## src/rtl/dbg_pkg.sv

```systemverilog
// Shared types for the JTAG debug bridge: TAP state encoding, IR codes,
// status-word field offsets and the IEEE 1149.1 next-state function.
package dbg_pkg;

  typedef enum logic [3:0] {
    RTI, SDS, CDR, SDR, E1D, PDR, E2D, UDR,
    SIS, CIR, SIR, E1I, PIR, E2I, UIR, TLR
  } tap_state_t;

  localparam logic [3:0] IR_BYPASS  = 4'hF;
  localparam logic [3:0] IR_IDCODE  = 4'hE;
  localparam logic [3:0] IR_INJECT  = 4'hD;
  localparam logic [3:0] IR_DUTRST  = 4'hC;
  localparam logic [3:0] IR_STATUS  = 4'hB;
  localparam logic [3:0] IR_STEP    = 4'h7;
  localparam logic [3:0] IR_RUN     = 4'h0;
  localparam logic [3:0] IR_CAPTURE = 4'b0101;

  // Flag/count offsets above the dbus_in field; ovf sits just above count.
  localparam int ST_PRIO  = 0;
  localparam int ST_CFLAG = 1;
  localparam int ST_JFLAG = 2;
  localparam int ST_TFLAG = 3;
  localparam int ST_CNT   = 4;

  function automatic tap_state_t tap_next(input tap_state_t s, input logic tms);
    case (s)
      TLR:     return tms ? TLR : RTI;
      RTI:     return tms ? SDS : RTI;
      SDS:     return tms ? SIS : CDR;
      CDR:     return tms ? E1D : SDR;
      SDR:     return tms ? E1D : SDR;
      E1D:     return tms ? UDR : PDR;
      PDR:     return tms ? E2D : PDR;
      E2D:     return tms ? UDR : SDR;
      UDR:     return tms ? SDS : RTI;
      SIS:     return tms ? TLR : CIR;
      CIR:     return tms ? E1I : SIR;
      SIR:     return tms ? E1I : SIR;
      E1I:     return tms ? UIR : PIR;
      PIR:     return tms ? E2I : PIR;
      E2I:     return tms ? UIR : SIR;
      UIR:     return tms ? SDS : RTI;
      default: return TLR;
    endcase
  endfunction

endpackage

```

## src/rtl/dbg_sync_fifo.sv

```systemverilog
// Generic single-clock FIFO with synchronous clear. A push into a full FIFO
// is accepted only when a pop happens in the same cycle.
module dbg_sync_fifo #(
  parameter int WIDTH = 16,
  parameter int DEPTH = 4
) (
  input  logic                       clk,
  input  logic                       clr,
  input  logic                       push,
  input  logic [WIDTH-1:0]           din,
  input  logic                       pop,
  output logic [WIDTH-1:0]           dout,
  output logic [$clog2(DEPTH):0]     count,
  output logic                       full,
  output logic                       empty
);

  localparam int AW = $clog2(DEPTH);
  localparam int CW = AW + 1;

  logic [WIDTH-1:0] mem [DEPTH];
  logic [AW-1:0]    rd_ptr_reg;
  logic [AW-1:0]    wr_ptr_reg;
  logic [CW-1:0]    count_reg;
  logic             wr_en;
  logic             rd_en;

  assign empty = (count_reg == '0);
  assign full  = (count_reg == CW'(DEPTH));
  assign rd_en = pop && !empty;
  assign wr_en = push && (!full || rd_en);
  assign count = count_reg;
  // Gate the head to zero when empty so the output has a defined reset value.
  assign dout  = empty ? '0 : mem[rd_ptr_reg];

  always_ff @(posedge clk) begin
    if (clr) begin
      rd_ptr_reg <= '0;
      wr_ptr_reg <= '0;
      count_reg  <= '0;
    end else begin
      if (wr_en) wr_ptr_reg <= wr_ptr_reg + 1'b1;
      if (rd_en) rd_ptr_reg <= rd_ptr_reg + 1'b1;
      count_reg <= count_reg + CW'(wr_en) - CW'(rd_en);
    end
  end

  always_ff @(posedge clk) begin
    if (wr_en) mem[wr_ptr_reg] <= din;
  end

endmodule

```

## src/rtl/jtag_dbg_bridge_v2.sv

```systemverilog
// JTAG debug bridge: oversampled JTAG pins drive a TAP controller whose DR
// scans inject instructions, read IDCODE/status and control CPU run state.
module jtag_dbg_bridge_v2
  import dbg_pkg::*;
#(
  parameter int                 INSTR_W    = 16,
  parameter int                 DATA_W     = 8,
  parameter int                 FIFO_DEPTH = 4,
  parameter logic [INSTR_W-1:0] JTAG_ID    = 'h1234
) (
  input  logic               sys_clk,
  input  logic               sys_por,
  input  logic               jtck,
  input  logic               jtms,
  input  logic               jtdi,
  output logic               jtdo,
  output logic               reset_out,
  output logic               halt_out,
  output logic               step_pulse,
  output logic               inject_valid,
  output logic [INSTR_W-1:0] inject_instr,
  input  logic               inject_ready,
  input  logic [DATA_W-1:0]  dbus_in,
  input  logic               tflag,
  input  logic               jflag,
  input  logic               cflag,
  input  logic               prio
);

  localparam int CNT_W = $clog2(FIFO_DEPTH) + 1;

  // Pin order in the synchroniser vectors: {tck, tms, tdi}.
  logic [2:0]         sync1_reg, sync2_reg;
  logic               tck_dly_reg;
  logic               tck_rise, tck_fall, tms_s, tdi_s;

  tap_state_t         state_reg;
  logic [3:0]         ir_reg, ir_sft_reg;
  logic [INSTR_W-1:0] dr_reg;
  logic               status_cap_reg, ovf_reg;
  logic [INSTR_W-1:0] status_word;
  logic               is_bypass, push, pop, tlr_entry, fifo_clr, fifo_full, fifo_empty;
  logic [CNT_W-1:0]   fifo_count;

  always_ff @(posedge sys_clk) begin
    if (sys_por) begin
      sync1_reg   <= '0;
      sync2_reg   <= '0;
      tck_dly_reg <= 1'b0;
    end else begin
      sync1_reg   <= {jtck, jtms, jtdi};
      sync2_reg   <= sync1_reg;
      tck_dly_reg <= sync2_reg[2];
    end
  end

  assign tck_rise = sync2_reg[2] & ~tck_dly_reg;
  assign tck_fall = ~sync2_reg[2] & tck_dly_reg;
  assign tms_s    = sync2_reg[1];
  assign tdi_s    = sync2_reg[0];

  assign is_bypass = !(ir_reg inside {IR_IDCODE, IR_INJECT, IR_DUTRST, IR_STATUS, IR_STEP, IR_RUN});

  always_comb begin
    status_word = '0;
    status_word[DATA_W-1:0]                = dbus_in;
    status_word[DATA_W+ST_PRIO]            = prio;
    status_word[DATA_W+ST_CFLAG]           = cflag;
    status_word[DATA_W+ST_JFLAG]           = jflag;
    status_word[DATA_W+ST_TFLAG]           = tflag;
    status_word[DATA_W+ST_CNT +: CNT_W]    = fifo_count;
    status_word[DATA_W+ST_CNT+CNT_W]       = ovf_reg;
  end

  always_ff @(posedge sys_clk) begin
    if (sys_por) begin
      state_reg      <= TLR;
      ir_reg         <= IR_RUN;
      ir_sft_reg     <= '0;
      dr_reg         <= '0;
      jtdo           <= 1'b0;
      status_cap_reg <= 1'b0;
    end else begin
      status_cap_reg <= 1'b0;
      if (tck_rise) begin
        state_reg <= tap_next(state_reg, tms_s);
        case (state_reg)
          CIR: ir_sft_reg <= IR_CAPTURE;
          SIR: ir_sft_reg <= {ir_sft_reg[2:0], tdi_s};
          UIR: ir_reg     <= ir_sft_reg;
          CDR: begin
            if (ir_reg == IR_IDCODE)      dr_reg <= JTAG_ID;
            else if (ir_reg == IR_STATUS) dr_reg <= status_word;
            else                          dr_reg <= '0;
            status_cap_reg <= (ir_reg == IR_STATUS);
          end
          SDR: begin
            if (is_bypass) dr_reg[0] <= tdi_s;
            else           dr_reg    <= {dr_reg[INSTR_W-2:0], tdi_s};
          end
          default: ;
        endcase
      end
      if (state_reg == TLR) ir_reg <= IR_RUN;
      if (tck_fall) begin
        if (state_reg == SDR)      jtdo <= is_bypass ? dr_reg[0] : dr_reg[INSTR_W-1];
        else if (state_reg == SIR) jtdo <= ir_sft_reg[3];
      end
    end
  end

  assign push      = tck_rise && (state_reg == UDR) && (ir_reg == IR_INJECT);
  assign pop       = inject_valid & inject_ready;
  assign tlr_entry = tck_rise && (state_reg != TLR) && (tap_next(state_reg, tms_s) == TLR);
  assign fifo_clr  = sys_por || tlr_entry || (ir_reg == IR_DUTRST);
  assign inject_valid = !fifo_empty;

  dbg_sync_fifo #(
    .WIDTH (INSTR_W),
    .DEPTH (FIFO_DEPTH)
  ) u_fifo (
    .clk   (sys_clk),
    .clr   (fifo_clr),
    .push  (push),
    .din   (dr_reg),
    .pop   (pop),
    .dout  (inject_instr),
    .count (fifo_count),
    .full  (fifo_full),
    .empty (fifo_empty)
  );

  always_ff @(posedge sys_clk) begin
    if (sys_por) begin
      halt_out   <= 1'b0;
      reset_out  <= 1'b1;
      step_pulse <= 1'b0;
      ovf_reg    <= 1'b0;
    end else begin
      halt_out   <= (ir_reg == IR_INJECT) || (ir_reg == IR_STEP) || (ir_reg == IR_STATUS);
      reset_out  <= (ir_reg == IR_DUTRST);
      step_pulse <= tck_rise && (state_reg == UDR) && (ir_reg == IR_STEP);
      // A dropped push wins over the post-capture clear.
      if (push && fifo_full && !pop) ovf_reg <= 1'b1;
      else if (status_cap_reg)       ovf_reg <= 1'b0;
    end
  end

endmodule

```

## config.mk

```make
export PLATFORM = sky130hd
export DESIGN_NAME = jtag_dbg_bridge_v2
export DESIGN_NICKNAME = d
export VERILOG_FILES = /design/src/rtl/dbg_pkg.sv /design/src/rtl/dbg_sync_fifo.sv /design/src/rtl/jtag_dbg_bridge_v2.sv
export SDC_FILE = /design/constraint.sdc
export NUM_CORES = 1
export LEC_CHECK = 0
export BUFFER_PORTS_ARGS = -buffer_cell sky130_fd_sc_hd__buf_2
export CAP_MARGIN = 20
export CORE_MARGIN = 2
export CORE_UTILIZATION = 32
export CTS_CLUSTER_SIZE = 14
export DETAILED_ROUTE_END_ITERATION = 8
export HOLD_SLACK_MARGIN = 0.1
export MAX_ROUTING_LAYER = met4
export PLACE_DENSITY = 0.58
export SLEW_MARGIN = 20
export SYNTH_ARGS = -nofsm -noshare
export SYNTH_HDL_FRONTEND = slang
export SYNTH_SLANG_ARGS = --single-unit
```

## constraint.sdc

```tcl
create_clock -name sys_clk -period 3.7 [get_ports sys_clk]
set_input_delay 1.11 -clock sys_clk [delete_from_list [all_inputs] [get_ports sys_clk]]
set_output_delay 1.11 -clock sys_clk [all_outputs]
set_load 0.02 [all_outputs]
```

==> impl_metrics.yaml <==
floorplan:
  fp-row-count: 46
  dieArea_sq_um: 17300
  initial_utilization_pct: 32.7
  core_area_sq_um: 15900
  die-height_microns: 131
  io_pins: 39
  dieWidth_microns: 131
synth:
  syn_area_per_cell_sq_um: 13.0
  syn_inst: 399
  yosys_register_bits: 114
  synthArstFlopShare_pct: 0
  yosys_warnings: 0
  ys_types: 63
  seq_area_frac_synth_pct: 56.3
  synth_edf_count: 64
  ys_dominant_reg_cell: "edfxtp_1"
  synth_fp_nets: 424
  syn-cell-area_sq_um: 5190
sta:
  min_period_ns: 3.04
  max_slew_margin_pct: 39.2
  clock-skew-final_ns: 0.00702
  holdWs_ns: 0.433
  fin_setup_tns_ns: 0
  timing_hold_violations_final: 0
  clock.fmax_mhz: 329
  period_share_pct: 82.2
  rsz0062_at_grt: "no"
  slew_violations: 0
  worst_pin_slew_ns: 0.912
  finalSetupViolCount: 0
grt:
  antenna_found_initial: 0
  first_global_vias: 3414
  grt_pass1_wl_mm: 17.6
  grt_usage_pct: 13.4
  grt_max_degree: 55
  gr-total-overflow: 0
detailed_routing:
  vias_per_cell: 4.96
  firstDrtPassIters: 4
  drt_iter0_drc: 224
  num_vias: 3288
  final_antenna_net_count: 0
  route.final.wire_length_mm: 10.6
  remaining_drc_errors: 0
  wl_per_cell_microns: 16.1
clock_network:
  clk_latency_ns: 0.41
  ctsHoldBuffers: 0
  cts_root_buf: "clkbuf_16"
  h-tree-depth: 4
  cts_setup_buffers: 0
  clockBufferDepth: 2
  clock_sinks: 114
  ctsResizeCount: 0
  clk_pin_slew_ns: 0.05
  cts_tree: "yes"
  cts_buffers: 17
cells_and_area:
  layout-drive-gt1-share_pct: 26.6
  diodes: 0
  nets: 459
  largest_register_ffs: 64
  areaGrowthSynthToFinish_pct: 16.1
setup_path:
  ff2ff_path_depth: 8
  cp_max_fo: 16
  cp_data_required_time_ns: 2.59
  worst-setup-path-type: "reg -> out"
  end_kind: "primary output"
  worstSetupStartpointType: "flip-flop"
  cp_data_arrival_time_ns: 1.93
placed_design:
  port_buffers: 38
  dp_hpwl_mm: 6.58
  finalWeightedCongestion: 0.762
hold_path:
  min_path_cells: 1
  min_path_type: "reg -> reg"
power:
  power.leakage_nw: 2.22
  vdd_ir_drop_max_mv: 0.313
  power_density_nw_per_um2: 576
outcome:
  outcome: "complete, no violations"
flow_run:
  drv_cap: 0
-- cell usage after synthesis (3+ instances only) --
library cell	n	area [sq um]
mux2_4	5	75.1
a32oi_1	3	26.3
and2_1	23	144
nor2_1	22	82.6
nand2b_1	7	43.8
clkbuf_1	17	63.8
nor3_1	9	45.0
nand3b_1	3	22.5
dfxtp_1	50	1000
edfxtp_1	64	1920
buf_6	4	45.0
mux4_2	16	360
nand2_1	21	78.8
mux2_2	6	67.6
o21a_1	3	22.5
a21oi_1	16	80.1
nor4b_1	3	26.3
clkbuf_8	5	68.8
nor2b_1	16	100
xnor2_1	5	43.8
inv_1	7	26.3
xor2_1	3	26.3
nand3_1	13	65.1
and2b_2	4	35.0
ha_1	6	75.1
buf_2	3	15.0
a211o_1	6	52.6
mux2i_1	10	100
-- metal layers --
layer  part of all wire (%)  track usage, %  routed length (microns)
met5                      0               -                        0
met4                   0.62            3.38                       66
met3                    4.4            4.44                      464
met2                     50            22.0                     5330
met1                     45            16.0                     4780
-- layout by cell type (no fill, tap or decap), types with 7 or more instances in the layout --
cell type  count
mux2i_1       10
clkbuf_16     17
nor2_1        22
nor2b_1       16
buf_2         38
buf_4          9
nand3_1       13
a21oi_1       16
nand2b_1       7
nor3_1         9
edfxtp_1      64
mux4_2        16
inv_1          7
nand2_1       21
dfxtp_1       50
and2_1        23
-- cells by family (layout without fill, tap and decap cells) --
kind of cell | after synthesis | in the layout | synth area share [%]
buf+inv | 38 | 86 | 4.79
mux | 37 | 37 | 11.6
simple gates | 145 | 145 | 16.7
compound gates | 49 | 49 | 7.25
flops | 114 | 114 | 56.3
xor+xnor | 8 | 8 | 1.35
fa+ha+maj | 8 | 8 | 2.02
-- worst paths after layout --
kind | start | to | slack (ns)
max | flip-flop | inject_instr[14] | 0.66
min | sync1_reg[2] | sync2_reg[2] | 0.43
max reg2reg | state_reg[1] | u_fifo.count[2] | 0.75
min reg2reg | sync1_reg[2] | sync2_reg[2] | 0.43
-- area by class of cell --
class,count,area [sq um]
well taps,216,270
multi-input cells,247,2030
fillers,1550,9860
clock buffers,19,433
repair buffers,47,258
clock inverters,13,90.1
inverters,7,26.3
flip-flops and latches,114,2920
-- power by group --
group	switching (mW)	internal [mW]
combinational	0.393	0.266
sequential	0.0354	1.35
clock	0.577	0.852
-- through the flow --
step                std cells  cell area (sq um)  util [%]  setup WS (ns)  power [mW]
floorplan                 399               5190         -          0.920        1.89
global placement          631               5510      34.7          0.637        2.08
detailed placement        631               5510      34.7          0.504        2.09
CTS                       663               6030      37.9          0.609        3.52
global route              663               6030      37.9          0.510        3.63
finish                    663               6030      37.9          0.659        3.47
-- worst max-delay path: stages (launching register included) --
cell and delay (ns):
dfxtp_1 0.30, buf_4 0.32, mux4_2 0.55, and2_1 0.18, buf_2 0.16
Note: power is estimated with default switching activity, not from simulation.
